**config.mk**
```make
export PLATFORM = sky130hd
export DESIGN_NAME = pipe_tracker
export DESIGN_NICKNAME = d
export VERILOG_FILES = /design/src/rtl/flappy_pkg.sv /design/src/rtl/tick_gen.sv /design/src/rtl/pipe_tracker.sv
export SDC_FILE = /design/constraint.sdc
export NUM_CORES = 1
export LEC_CHECK = 0
export CORE_AREA = 2 2 48 50
export DETAILED_ROUTE_END_ITERATION = 10
export DIE_AREA = 0 0 50 52
export GPL_TIMING_DRIVEN = 0
export PLACE_DENSITY = 0.72
export REMOVE_ABC_BUFFERS = 1
export SLEW_MARGIN = 20
export SYNTH_ARGS = -nofsm -noshare
export SYNTH_HDL_FRONTEND = slang
export SYNTH_SLANG_ARGS = --single-unit
```
**constraint.sdc**
```tcl
create_clock -name clk -period 2.8 [get_ports clk]
set_input_delay 0.56 -clock clk [delete_from_list [all_inputs] [get_ports clk]]
set_output_delay 0.56 -clock clk [all_outputs]
set_load 0.02 [all_outputs]
```
**src/rtl/flappy_pkg.sv**
```systemverilog
// Shared types and default playfield geometry for the pipe tracker game logic.
package flappy_pkg;

  // Game state: waiting for start, playing, or crashed (left only by reset).
  typedef enum logic [1:0] {
    IDLE = 2'd0,
    RUN  = 2'd1,
    LOST = 2'd2
  } state_t;

  // Default geometry and timing.
  localparam int unsigned DFLT_TICK_DIV = 4;
  localparam int unsigned DFLT_GRID_W   = 16;
  localparam int unsigned DFLT_GRID_H   = 16;
  localparam int unsigned DFLT_BIRD_COL = 3;
  localparam int unsigned DFLT_GAP      = 3;

endpackage

```
**src/rtl/tick_gen.sv**
```systemverilog
// Game tick generator: counts 0..period-1 while enabled and flags the last count
// with a one-clk cycle pulse. The count is held at 0 whenever the generator is disabled.
module tick_gen #(
  parameter int unsigned PW = 3
) (
  input  logic          clk,
  input  logic          reset,
  input  logic          enable,
  input  logic [PW-1:0] period,
  output logic          cycle
);

  logic [PW-1:0] cnt_q;
  logic          at_end;

  // A >= compare keeps the counter safe if the period shrinks mid-count.
  assign at_end = (cnt_q >= (period - PW'(1)));
  assign cycle  = enable && at_end;

  // Tick counter: wraps at the end of the period, parks at 0 when disabled.
  always_ff @(posedge clk) begin
    if (reset) begin
      cnt_q <= '0;
    end else if (!enable) begin
      cnt_q <= '0;
    end else if (at_end) begin
      cnt_q <= '0;
    end else begin
      cnt_q <= cnt_q + PW'(1);
    end
  end

endmodule

```
**src/rtl/pipe_tracker.sv**
```systemverilog
// Pipe tracker: game FSM, scrolling pipe, and bird/pipe/ground collision logic.
// Optional feature macro: PIPE_SPEEDUP_EN -- when defined, the tick period starts at
// TICK_DIV and halves after every 8th pass, never dropping below 2 clks.
module pipe_tracker
  import flappy_pkg::*;
#(
  parameter int unsigned TICK_DIV = DFLT_TICK_DIV,
  parameter int unsigned GRID_W   = DFLT_GRID_W,
  parameter int unsigned GRID_H   = DFLT_GRID_H,
  parameter int unsigned BIRD_COL = DFLT_BIRD_COL,
  parameter int unsigned GAP      = DFLT_GAP
) (
  input  logic                      clk,
  input  logic                      reset,
  input  logic                      start,
  input  logic [$clog2(GRID_H)-1:0] bird_row,
  input  logic [$clog2(GRID_H)-1:0] gap_row,
  output logic                      cycle,
  output logic                      pass,
  output logic                      lose,
  output logic [$clog2(GRID_W)-1:0] pipe_col,
  output logic [$clog2(GRID_H)-1:0] gap_top
);

  localparam int unsigned CW = $clog2(GRID_W);
  localparam int unsigned RW = $clog2(GRID_H);
  localparam int unsigned PW = $clog2(TICK_DIV) + 1;

  localparam logic [RW-1:0] GAP_MAX  = RW'(GRID_H - GAP);
  localparam logic [CW-1:0] COL_LAST = CW'(GRID_W - 1);
  localparam logic [CW-1:0] COL_BIRD = CW'(BIRD_COL);

  state_t        state_q, state_d;
  logic [CW-1:0] pipe_col_q, pipe_col_d;
  logic [RW-1:0] gap_top_q, gap_top_d;
  logic [RW-1:0] gap_clamped;
  logic [RW:0]   gap_hi;
  logic [PW-1:0] period;
  logic          run_en;
  logic          ground;
  logic          at_bird;
  logic          in_gap;
  logic          crash;

  // Reset gates the tick enable so no tick can escape during a reset clk.
  assign run_en = (state_q == RUN) && !reset;

  tick_gen #(
    .PW (PW)
  ) u_tick_gen (
    .clk    (clk),
    .reset  (reset),
    .enable (run_en),
    .period (period),
    .cycle  (cycle)
  );

`ifdef PIPE_SPEEDUP_EN
  logic [3:0]    pass_cnt_q;
  logic [PW-1:0] period_q;

  // Speed-up: every 8th pass halves the tick period, floored at 2 clks.
  always_ff @(posedge clk) begin
    if (reset) begin
      pass_cnt_q <= 4'd0;
      period_q   <= PW'(TICK_DIV);
    end else if (pass) begin
      if (pass_cnt_q == 4'd7) begin
        pass_cnt_q <= 4'd0;
        period_q   <= (period_q >= PW'(4)) ? (period_q >> 1) : PW'(2);
      end else begin
        pass_cnt_q <= pass_cnt_q + 4'd1;
      end
    end
  end

  assign period = period_q;
`else
  assign period = PW'(TICK_DIV);
`endif

  // Clamp and gap-window evaluation on the current pipe and bird position.
  always_comb begin
    gap_clamped = (gap_row > GAP_MAX) ? GAP_MAX : gap_row;
    gap_hi      = {1'b0, gap_top_q} + (RW + 1)'(GAP - 1);
    ground      = (bird_row == '0);
    at_bird     = (pipe_col_q == COL_BIRD);
    in_gap      = (bird_row >= gap_top_q) && ({1'b0, bird_row} <= gap_hi);
    // Ground hit wins over a pass through the gap.
    crash       = cycle && (ground || (at_bird && !in_gap));
  end

  assign pass = cycle && at_bird && in_gap && !ground;

  // Game FSM next state: start only matters in IDLE, LOST is left only by reset.
  always_comb begin
    state_d = state_q;
    case (state_q)
      IDLE:    if (start) state_d = RUN;
      RUN:     if (crash) state_d = LOST;
      LOST:    state_d = LOST;
      default: state_d = IDLE;
    endcase
  end

  // Pipe scroll: one column per clean tick, reload and new gap after column 0.
  always_comb begin
    pipe_col_d = pipe_col_q;
    gap_top_d  = gap_top_q;
    if ((state_q == IDLE) && start) begin
      gap_top_d = gap_clamped;
    end else if (cycle && !crash) begin
      if (pipe_col_q == '0) begin
        pipe_col_d = COL_LAST;
        gap_top_d  = gap_clamped;
      end else begin
        pipe_col_d = pipe_col_q - CW'(1);
      end
    end
  end

  // State and pipe registers.
  always_ff @(posedge clk) begin
    if (reset) begin
      state_q    <= IDLE;
      pipe_col_q <= COL_LAST;
      gap_top_q  <= '0;
    end else begin
      state_q    <= state_d;
      pipe_col_q <= pipe_col_d;
      gap_top_q  <= gap_top_d;
    end
  end

  assign lose     = (state_q == LOST);
  assign pipe_col = pipe_col_q;
  assign gap_top  = gap_top_q;

endmodule
```
==> out/metrics.sh <==
STATUS='finished, final reports clean'
CLOCK_TREE.BUFFER_DEPTH=2
ROUTE.DETAILED.VIAS_PER_INST=5.245
FINISH.CELL_COUNT_WITHOUT_FILLERS=159
CRITPATHREQUIREDTIME_NS=2.24
FINALMAXSLEWVIOLATIONS=0
TRITONCTS_NUM_SINKS=13
FINISH.NET_COUNT=160
DRIVE_GT1_FRAC=0.1298
CRITICAL_PATH_ARRIVAL_NS=2.17
IR_DROP_V=0.0002977
SYNTHDOMINANTAREACELLTYPE='sky130_fd_sc_hd__dfxtp_1'
YS_ASYNC_SR_FRACTION=0
PLACEDCELLCOUNT=155
HOLD-PATH-CELL-COUNT=2
FILLERS=194
GRT_START_MAX_NET_PINS=9
START_UTIL=0.4421
SETUP_REPAIR_AFTER_GLOBAL_ROUTING_MISSED_ITS_MARGIN='false'
VIAS_AFTER_DETAILED_ROUTING=834
TOTALNEGATIVESETUPSLACK_NS=0
CRITICAL_PATH_CLASS='in -> out'
WORST_SETUP_HOLD_PATH_CLK_SLEW_NS=0.08
POSTCTSSETUPREPAIRBUFS=0
SYNTH_WARNINGS=0
SYNTH_ENABLE_FLOP_CELLS=0
GLOBALPLACE.CONGESTION=0.7596
WORST_SETUP_PATH_START_KIND='primary input'
SETUP_VIOL=0
GRT_OVERFLOW=0
IO_PINS=22
CRITICAL_PATH.MAX_FANOUT=3
YOSYSTOPAREACELLSHARE=0.2796
SYN-MEAN-INSTANCE-AREA_SQ_UM=8.782
FINAL_ANTENNA_NET_COUNT=0
FIRST_PASS_GRT_WIRE_LENGTH_UM=3243
AREA_GROWTH_SYN_TO_LAYOUT_PCT=34.27
TIGHTESTPINTRANSITION_NS=0.3375
FF2FF_SETUP_SLACK_NS=0.24
FINISH.UTILIZATION=0.5936
CTS_TREE='done'
TIMING.MAX_CAP.VIOLATIONS=0
ENDPOINT_KIND='output port'
SYNTH_AREA_SQ_UM=930.9
INSERTEDDIODECOUNT=0
REG2REGPATHDEPTH=9
TOTAL_POWER_mW=0.6717
SYNTH.TOP_CELLS.BY_AREA='sky130_fd_sc_hd__dfxtp_1 (28%), sky130_fd_sc_hd__ha_1 (23%), sky130_fd_sc_hd__mux2i_1 (5.4%)'
CRIT_START='bird_row[1]'
BEGINNING_OF_THE_WORST_HOLD_PATH='state_q[1]'
DIE_X_UM=50
FINALCRITICALPERIOD_NS=2.730
CTS_ROOT_BUFFER='sky130_fd_sc_hd__clkbuf_4'
ANTENNA_FOUND_INITIAL=0
PORTBUFFERS=21
GLOBAL_ROUTE.USAGE.TOTAL=0.1600
SYNTH.LIB_CELLS_USED.DISTINCT=35
WORST_CLOCK_SKEW_NS=0.001301
FINAL_MIN_PERIOD_OVER_CLOCK_PERIOD=0.9749
MIN-DELAY-PATH-CLASS='reg -> reg'
DRC_ERRORS=0
DIE-HEIGHT_UM=52
MAX_FREQ_MHz=366.3
ROWS=17
CTS-BUFFERS-INSERTED=3
SYNTH_SEQUENTIAL_AREA_RATIO=0.2796
DETAILED_PLACE_HPWL_UM=1496
DETAILEDROUTE.FIRSTPASSITERATIONCOUNT=4
YS_FF_LATCH=13
CORE_AREA_SQ_MM=0.002106
FINAL-HOLD-VIOLATION-COUNT=0
FLOORPLAN.DIE_AREA_SQ_MM=0.002600
YS.FLOP_TYPE='sky130_fd_sc_hd__dfxtp_1'
VIAS_IN_THE_FIRST_GLOBAL_ROUTE=792
CLOCK_TREE.HTREE_LEVEL_COUNT=1
POSTSYNTHCELLCOUNT=106
SLEW_HEADROOM=0.7733
WL_PER_CELL_UM=12.08
HOLD_BUFS_INSERTED_AFTER_CTS=0
WORSTSKEWPAIRLATENCY_NS=0.27
P_LEAK_nW=0.5359
CRITICAL_PATH.REG2REG.STARTPOINT='gap_top[1]'
DETAIL_ROUTE.WIRELENGTH_UM=1921
DRC_VIOLATION_TOTAL_AFTER_THE_FIRST_TRITONROUTE_ITERATION=12
PWR_DENSITY_CELL_mW_PER_MM2=537.4
[state kept, by name (all words and copies together), names as in the netlist]
register and count:
gap_top 4, u_tick_gen.cnt_q 3, state_q 2, pipe_col 4
[report_power, final]
part	switching, mW	leakage (nW)	total, mW	internal (mW)
clock network	0.0609	0.0150	0.116	0.0551
logic	0.157	0.415	0.313	0.157
registers	0.0283	0.106	0.242	0.214
[per-layer routing]
layer | part of all wire | vias up | track usage
met5 | 0 | - | 0
met4 | 0.0083 | 0 | 0.04167
met3 | 0.049 | 4 | 0.03736
met2 | 0.47 | 28 | 0.2873
met1 | 0.47 | 375 | 0.1898
li1 | - | 427 | -
[per-stage QoR]
step | setup WS, ns | hold WS, ns | cell area [sq um]
after global routing | 0.01265 | 0.5089 | 1250
after floorplan | 0.3629 | 0.4181 | 930.9
after global placement | -0.6190 | 0.4241 | 1176
after detailed placement | -0.6329 | 0.4597 | 1176
final | 0.07018 | 0.4838 | 1250
after CTS | 0.003043 | 0.4715 | 1216
[kinds of logic after synthesis]
group / Yosys count / share of synthesized area
buffers and inverters: 13 / 0.05242
multiplexers: 5 / 0.05377
XOR/XNOR: 1 / 0.009410
AO/OA/AOI/OAI: 22 / 0.1801
adder cells (fa/ha/maj): 17 / 0.2285
flip-flops: 13 / 0.2796
AND/OR/NAND/NOR: 35 / 0.1963
[critical path, stage by stage]
cell                              delay [ns]
sky130_fd_sc_hd__clkdlybuf4s50_1        0.46
sky130_fd_sc_hd__or4_2                  0.71
sky130_fd_sc_hd__nand2_2                0.13
sky130_fd_sc_hd__nor4_2                 0.05
sky130_fd_sc_hd__o21a_1                 0.10
sky130_fd_sc_hd__buf_4                  0.15
[placed cells by master, fill, tap and decap left out, drive strengths merged, types with 2 or more instances in the layout]
cell	Yosys	final
dfxtp	13	13
nand2	14	14
inv	13	13
a21oi	3	3
clkdlybuf4s50	0	20
o21a	2	2
clkbuf	0	4
o21ai	3	3
a31oi	2	2
nor2	8	8
nor4	2	2
mux2i	5	5
ha	17	17
nor3	2	2
nor2b	2	2
[synth_stat cells, types with 2 or more instances]
cell,n
sky130_fd_sc_hd__dfxtp_1,13
sky130_fd_sc_hd__ha_1,17
sky130_fd_sc_hd__nor3_1,2
sky130_fd_sc_hd__mux2i_1,5
sky130_fd_sc_hd__a31oi_1,2
sky130_fd_sc_hd__inv_1,13
sky130_fd_sc_hd__nand2_1,13
sky130_fd_sc_hd__o21ai_0,3
sky130_fd_sc_hd__a21oi_1,3
sky130_fd_sc_hd__nor2_1,8
sky130_fd_sc_hd__nor4_1,2
sky130_fd_sc_hd__o21a_1,2
[final timing paths]
check / endpoint
setup reg to reg: pipe_col[3]
hold reg to reg: state_q[1]
hold / removal: state_q[1]
setup / recovery: pass
[timing repair]
item,in CTS,in global routing
gates cloned,0,0
gates resized for setup,7,5
pin swaps,1,3
setup endpoints to repair,1,2
[area by class of cell]
| cell class | instances | area (sq um) | share of cell area |
|---|---|---|---|
| Clock buffer | 4 | 26.28 | 0.02102 |
| Inverter | 13 | 48.80 | 0.03904 |
| Multi-Input combinational cell | 80 | 671.9 | 0.5375 |
| Sequential cell | 13 | 260.3 | 0.2082 |
| Tap cell | 28 | 35.03 | 0.02803 |
| Timing Repair Buffer | 21 | 207.7 | 0.1662 |
Note: power is estimated with default switching activity, not from simulation.
